`src/rtl/d_pkg.sv`:
```
// Shared decode definitions for the d1/d2 stages: format codes, RISC-V opcodes, buffer entry, decode helper.
// Build option D1_AMO_EN enables decoding of the AMO opcode into FMT_AMO with three micro-ops.
package d_pkg;

    localparam int D_XLEN = 32;

    localparam logic [4:0] FMT_R     = 5'd0;
    localparam logic [4:0] FMT_I     = 5'd1;
    localparam logic [4:0] FMT_LD    = 5'd2;
    localparam logic [4:0] FMT_S     = 5'd3;
    localparam logic [4:0] FMT_B     = 5'd4;
    localparam logic [4:0] FMT_U     = 5'd5;
    localparam logic [4:0] FMT_J     = 5'd6;
    localparam logic [4:0] FMT_JR    = 5'd7;
    localparam logic [4:0] FMT_SYS   = 5'd8;
    localparam logic [4:0] FMT_FENCE = 5'd9;
    localparam logic [4:0] FMT_AMO   = 5'd10;
    localparam logic [4:0] FMT_ILL   = 5'd31;

    localparam logic [6:0] OPC_OP       = 7'b0110011;
    localparam logic [6:0] OPC_OP_IMM   = 7'b0010011;
    localparam logic [6:0] OPC_LOAD     = 7'b0000011;
    localparam logic [6:0] OPC_STORE    = 7'b0100011;
    localparam logic [6:0] OPC_BRANCH   = 7'b1100011;
    localparam logic [6:0] OPC_LUI      = 7'b0110111;
    localparam logic [6:0] OPC_AUIPC    = 7'b0010111;
    localparam logic [6:0] OPC_JAL      = 7'b1101111;
    localparam logic [6:0] OPC_JALR     = 7'b1100111;
    localparam logic [6:0] OPC_SYSTEM   = 7'b1110011;
    localparam logic [6:0] OPC_MISC_MEM = 7'b0001111;
    localparam logic [6:0] OPC_AMO      = 7'b0101111;

    typedef struct packed {
        logic [D_XLEN-1:0] pc;
        logic [D_XLEN-1:0] instr;
        logic [4:0]        fmt;
        logic [1:0]        cnt;
        logic              exc;
    } buf_entry_t;

    function automatic buf_entry_t decode_entry(input logic [D_XLEN-1:0] pc,
                                                input logic [D_XLEN-1:0] instr,
                                                input logic              fexc);
        buf_entry_t e;
        logic       ill;
        e.pc    = pc;
        e.instr = instr;
        e.fmt   = FMT_ILL;
        e.cnt   = 2'd0;
        ill     = 1'b0;
        if (instr[1:0] != 2'b11) begin
            ill = 1'b1;
        end else begin
            case (instr[6:0])
                OPC_OP:       e.fmt = FMT_R;
                OPC_OP_IMM:   e.fmt = FMT_I;
                OPC_LOAD:     e.fmt = FMT_LD;
                OPC_STORE:    begin e.fmt = FMT_S;  e.cnt = 2'd1; end
                OPC_BRANCH:   e.fmt = FMT_B;
                OPC_LUI,
                OPC_AUIPC:    e.fmt = FMT_U;
                OPC_JAL:      begin e.fmt = FMT_J;  e.cnt = 2'd1; end
                OPC_JALR:     begin e.fmt = FMT_JR; e.cnt = 2'd1; end
                OPC_SYSTEM:   e.fmt = FMT_SYS;
                OPC_MISC_MEM: e.fmt = FMT_FENCE;
`ifdef D1_AMO_EN
                OPC_AMO:      begin e.fmt = FMT_AMO; e.cnt = 2'd2; end
`endif
                default:      ill = 1'b1;
            endcase
        end
        if (ill) e.fmt = FMT_ILL;
        // Faulting instructions travel as a single uop carrying the exception.
        e.exc = ill | fexc;
        if (e.exc) e.cnt = 2'd0;
        return e;
    endfunction

endpackage

```
`src/rtl/d1_skid_buf.sv`:
```
// Two-entry FIFO holding decoded instructions between fetch and the d1 issue register.
module d1_skid_buf
    import d_pkg::*;
(
    input  logic       clk,
    input  logic       rst,
    input  logic       flush,
    input  logic       push,
    input  logic       pop,
    input  buf_entry_t din,
    output buf_entry_t dout,
    output logic [1:0] count,
    output logic       full,
    output logic       empty
);

    buf_entry_t mem [2];
    logic       wr_ptr, rd_ptr;
    logic       push_ok, pop_ok;

    assign full    = (count == 2'd2);
    assign empty   = (count == 2'd0);
    assign push_ok = push & ~full;
    assign pop_ok  = pop & ~empty;
    assign dout    = mem[rd_ptr];

    always_ff @(posedge clk) begin
        if (rst || flush) begin
            wr_ptr <= 1'b0;
            rd_ptr <= 1'b0;
            count  <= 2'd0;
        end else begin
            if (push_ok) wr_ptr <= ~wr_ptr;
            if (pop_ok)  rd_ptr <= ~rd_ptr;
            count <= count + {1'b0, push_ok} - {1'b0, pop_ok};
        end
    end

    // Storage needs no reset; the pointers and count define what is live.
    always_ff @(posedge clk) begin
        if (!rst && !flush && push_ok) mem[wr_ptr] <= din;
    end

endmodule

```
`src/rtl/d1_uop_issue.sv`:
```
// First decode stage: decodes at enqueue, buffers two entries, and issues one uop per cycle to d2.
// AMO support is selected at build time by D1_AMO_EN (see d_pkg::decode_entry).
module d1_uop_issue
    import d_pkg::*;
#(
    parameter int XLEN = D_XLEN
) (
    input  logic            clk,
    input  logic            rst,
    input  logic            flush,
    input  logic            f_valid,
    output logic            f_ready,
    input  logic [XLEN-1:0] f_pc,
    input  logic [XLEN-1:0] f_instr,
    input  logic            f_exception,
    output logic            valid_out,
    input  logic            stall_in,
    output logic [XLEN-1:0] pc_out,
    output logic [XLEN-1:0] instruction_out,
    output logic [4:0]      opcode_format,
    output logic [1:0]      uop_count,
    output logic [1:0]      uop_idx,
    output logic            exception_out
);

    typedef enum logic {IDLE, ISSUE} state_t;

    state_t     state;
    buf_entry_t enq, head;
    logic [1:0] buf_count;
    logic       buf_full, buf_empty;
    logic       push, pop, last_uop;

    assign enq      = decode_entry(f_pc, f_instr, f_exception);
    assign f_ready  = (buf_count < 2'd2);
    assign push     = f_valid & ~buf_full & ~flush;
    assign last_uop = (uop_idx == uop_count);
    // Load a new head when idle, or when the final uop of the current one is consumed.
    assign pop      = ~flush & ~buf_empty &
                      ((state == IDLE) | (~stall_in & last_uop));

    d1_skid_buf u_buf (
        .clk   (clk),
        .rst   (rst),
        .flush (flush),
        .push  (push),
        .pop   (pop),
        .din   (enq),
        .dout  (head),
        .count (buf_count),
        .full  (buf_full),
        .empty (buf_empty)
    );

    always_ff @(posedge clk) begin
        if (rst) begin
            state           <= IDLE;
            valid_out       <= 1'b0;
            pc_out          <= '0;
            instruction_out <= '0;
            opcode_format   <= '0;
            uop_count       <= '0;
            uop_idx         <= '0;
            exception_out   <= 1'b0;
        end else if (flush) begin
            state     <= IDLE;
            valid_out <= 1'b0;
            uop_idx   <= '0;
        end else if (pop) begin
            state           <= ISSUE;
            valid_out       <= 1'b1;
            pc_out          <= head.pc;
            instruction_out <= head.instr;
            opcode_format   <= head.fmt;
            uop_count       <= head.cnt;
            uop_idx         <= '0;
            exception_out   <= head.exc;
        end else if (state == ISSUE && !stall_in) begin
            if (!last_uop) begin
                uop_idx <= uop_idx + 2'd1;
            end else begin
                state     <= IDLE;
                valid_out <= 1'b0;
                uop_idx   <= '0;
            end
        end
    end

endmodule

```
`config.mk`:
```
export PLATFORM = sky130hd
export DESIGN_NAME = d1_uop_issue
export DESIGN_NICKNAME = d
export VERILOG_FILES = /design/src/rtl/d_pkg.sv /design/src/rtl/d1_skid_buf.sv /design/src/rtl/d1_uop_issue.sv
export SDC_FILE = /design/constraint.sdc
export NUM_CORES = 1
export LEC_CHECK = 0
export ABC_AREA = 1
export BUFFER_PORTS_ARGS = -buffer_cell sky130_fd_sc_hd__buf_2
export CAP_MARGIN = 10
export CORE_ASPECT_RATIO = 1.5
export CORE_MARGIN = 2
export CORE_UTILIZATION = 60
export CTS_BUF_LIST = sky130_fd_sc_hd__clkbuf_8
export CTS_CLUSTER_SIZE = 25
export DETAILED_ROUTE_END_ITERATION = 16
export PLACE_DENSITY = 0.9
export REMOVE_ABC_BUFFERS = 1
export SLEW_MARGIN = 15
export SYNTH_ARGS = -nofsm -noshare
export SYNTH_HDL_FRONTEND = slang
export SYNTH_SLANG_ARGS = --single-unit
```
`constraint.sdc`:
```
create_clock -name clk -period 16.2 [get_ports clk]
set_input_delay 3.24 -clock clk [delete_from_list [all_inputs] [get_ports clk]]
set_output_delay 3.24 -clock clk [all_outputs]
set_load 0.02 [all_outputs]
```
==> results.json <==
{
  "path_common_cell": "nor2_1",
  "fin_hold_ws_ns": 0.4635,
  "relSlewSlack": 0.4602,
  "cp_data_required_time_ns": 16.66,
  "worstReg2RegStart": "uop_idx[0]$_SDFFE_PP0P_",
  "grt_usage": 0.2182,
  "synth_top_family_by_area": "simple AND/OR/NAND/NOR gates",
  "ys_types": 23,
  "grt_overflow": 0,
  "fin_crit_sh": 0.3029,
  "setup_slack_ns": 11.29,
  "holdPathEnd": "pc_out[31]$_SDFFE_PP0P_",
  "grt_max_degree": 75,
  "die-area_sq_um": 14850,
  "dpl_worst_slack_ns": 10.74,
  "area_growth_syn_to_layout_pct": 18.08,
  "cts_setup_buffers": 0,
  "synthAdderAreaFrac": 0.003006,
  "gp_congestion": 0.8153,
  "path_buf_inv": 4,
  "setup_viol": 0,
  "clkTransAtPathRegs_ns": 0.07,
  "ff2ff_path_depth": 10,
  "synth_xor_area_frac": 0.001052,
  "core_area_sq_um": 13530,
  "first_global_vias": 5589,
  "final_cell_count_no_fill": 1049,
  "cp_max_fo": 74,
  "post-route-util": 0.7264,
  "netlist_instances": 709,
  "ir_drop_mv": 0.05963,
  "antenna_left": 0,
  "nets": 928,
  "p_leak_nw": 3.911,
  "port_buffers": 144,
  "drtPass1Iterations": 6,
  "drv_slew": 0,
  "drtIter0Drc": 306,
  "drc_errors": 0,
  "antenna_found_initial": 6,
  "ys_async_sr_fraction": 0,
  "synth_edf_count": 142,
  "rrSetupSlack_ns": 13.58,
  "cts_hold_buffers": 0,
  "yosysWarningCount": 0,
  "layout-drive-gt1-share": 0.2375,
  "setup.worst_path.end_class": "register",
  "syn_area_per_cell_sq_um": 11.74,
  "wl_um": 16660,
  "synth-simple-area-share": 0.1698,
  "die_h_um": 148.3,
  "path_cells": "buf_2 > nor2_1 > nand2_1 > nand2_2 > buf_4 > nand2_2 > inv_2 > buf_4 > nor2_1 > nor2_1",
  "cpMaxStageDelayCell": "buf_4",
  "holdPathStages": 2,
  "p_per_area_nw_per_um2": 117.8,
  "clockRootBuffer": "clkbuf_8",
  "critPathArrivalTime_ns": 5.37,
  "worst_slew_pin_slew_ns": 0.8097,
  "grt_setup_unrepaired": "false",
  "h-tree-depth": 1,
  "cpPeakStageDelay_ns": 0.63,
  "critPathLaunchType": "primary input",
  "rr_endpoint": "instruction_out[29]$_SDFFE_PP0P_",
  "skew_ns": 0.01731,
  "ys_seq_area_frac": 0.6997,
  "hold_viol": 0,
  "min-delay-start": "pc_out[31]$_SDFFE_PP0P_",
  "fp.dieW_um": 100.2,
  "rows": 52,
  "setup_tns_ns": 0,
  "netlist_area_sq_um": 8325,
  "start_util": 0.6152,
  "ctsLongestPathBuffers": 3,
  "clkSinkCount": 220,
  "cts_tree": "yes",
  "fmax_ghz": 0.2038,
  "maxCapViolCount": 0,
  "synth_seq_cells": 220,
  "io_pins": 146,
  "synth_compound_area_frac": 0.008266,
  "worst-setup-path-type": "in -> reg",
  "dp_cells": 986,
  "status": "finished clean",
  "post_cts_resized": 0,
  "synth_mux_area_frac": 0.08536,
  "via_per_inst": 5.383,
  "grt_pass1_wl_um": 25450,
  "hold_path_class": "reg -> reg",
  "vias": 5647,
  "cts_buffers": 30,
  "cp_top_family": "buffers and inverters",
  "synth-main-ff-cell": "edfxtp_1",
  "place_hpwl_um": 9891,
  "fin_crit_ns": 4.908,
  "wl_per_cell_um": 15.88,
  "clk_latency_ns": 0.53
}
## area by class of cell
| class | instances | area [sq um] |
|---|---|---|
| antenna | 7 | 17.52 |
| clock buffer | 36 | 495.5 |
| clock inverter | 20 | 186.4 |
| fill | 933 | 3702 |
| inverter | 18 | 67.56 |
| multi-input combinational | 433 | 2243 |
| sequential | 220 | 5829 |
| tap | 162 | 202.7 |
| timing repair buffer | 153 | 788.3 |
## worst register-to-register path, stage by stage (launching register included)
cell and delay, ns:
dfxtp_1 0.34, inv_1 0.06, a21oi_1 0.19, nand2_1 0.10, nand2_2 0.06, buf_4 0.62, nand2_2 0.16, inv_2 0.09
buf_4 0.63, nor2_1 0.16, nor2_1 0.13
## worst max-delay path by stage
stage                         from                          endpoint  slack, ns  cells past startpoint
final                     stall_in  instruction_out[29]$_SDFFE_PP0P_      11.29                     10
after global routing      stall_in  instruction_out[21]$_SDFFE_PP0P_      11.10                     10
after CTS                 stall_in  instruction_out[21]$_SDFFE_PP0P_      11.28                     10
after detailed placement  stall_in  instruction_out[29]$_SDFFE_PP0P_      10.74                     10
after global placement    stall_in   instruction_out[1]$_SDFFE_PP0P_      10.88                     10
after floorplan              flush         u_buf.mem[0][0]$_DFFE_PP_       7.21                      3
## kinds of logic after synthesis
logic type               Yosys count
buffers and inverters             56
flip-flops                       220
XOR/XNOR                           1
AND/OR/NAND/NOR                  347
other                              1
adder cells (fa/ha/maj)            2
AO/OA/AOI/OAI                     11
multiplexers                      71
## power breakdown
| part | total (mW) | switching, mW | internal, mW |
|---|---|---|---|
| clock | 0.458 | 0.193 | 0.266 |
| sequential | 0.622 | 0.00798 | 0.614 |
| combinational | 0.0778 | 0.0506 | 0.0272 |
| total | 1.16 | 0.251 | 0.906 |
## flip-flops by register name, indices dropped and copies added (netlist names)
signal           flops
u_buf.count          2
u_buf.wr_ptr         1
instruction_out     32
pc_out              32
uop_idx              2
exception_out        1
u_buf.rd_ptr         1
opcode_format        5
uop_count            1
u_buf.mem          142
state                1
## cells in the mapped netlist (5+ instances only)
cell type,instances,area [sq um]
buf_4,11,82.58
edfxtp_1,142,4264
a21oi_1,5,25.02
nand2_1,97,364.1
clkbuf_1,6,22.52
nand3_1,76,380.4
nor3_1,6,30.03
dfxtp_1,78,1562
buf_2,14,70.07
buf_1,7,26.28
nor2_1,165,619.3
inv_1,14,52.55
mux2i_1,71,710.7
## placed cells by master (no fill, tap or decap), types with 2 or more instances in the layout
cell	n
diode_2	7
clkbuf_8	36
ha_1	2
a21oi_1	5
nand3_1	76
nor3_2	2
clkinv_2	5
buf_4	9
inv_2	4
mux2i_1	71
nor2_1	165
buf_2	144
dfxtp_1	77
inv_1	25
bufinv_16	4
nand2_1	96
o21ai_0	4
edfxtp_1	142
nand2_2	2
nor3_1	4
## through the flow
stage	area, sq um	power, mW
finish	9831	1.158
global route	9828	1.197
CTS	9813	1.164
detailed placement	9131	0.7112
global placement	9131	0.7078
floorplan	8124	0.6802
## routing by layer
metal / track usage / share of wire / wire length [um]
met4: 0.1445 / 0.047 / 776
met2: 0.3866 / 0.53 / 8860
met1: 0.2430 / 0.37 / 6149
met3: 0.02679 / 0.052 / 874
met5: 0 / 0 / 0
Note: power is estimated with default switching activity, not from simulation.
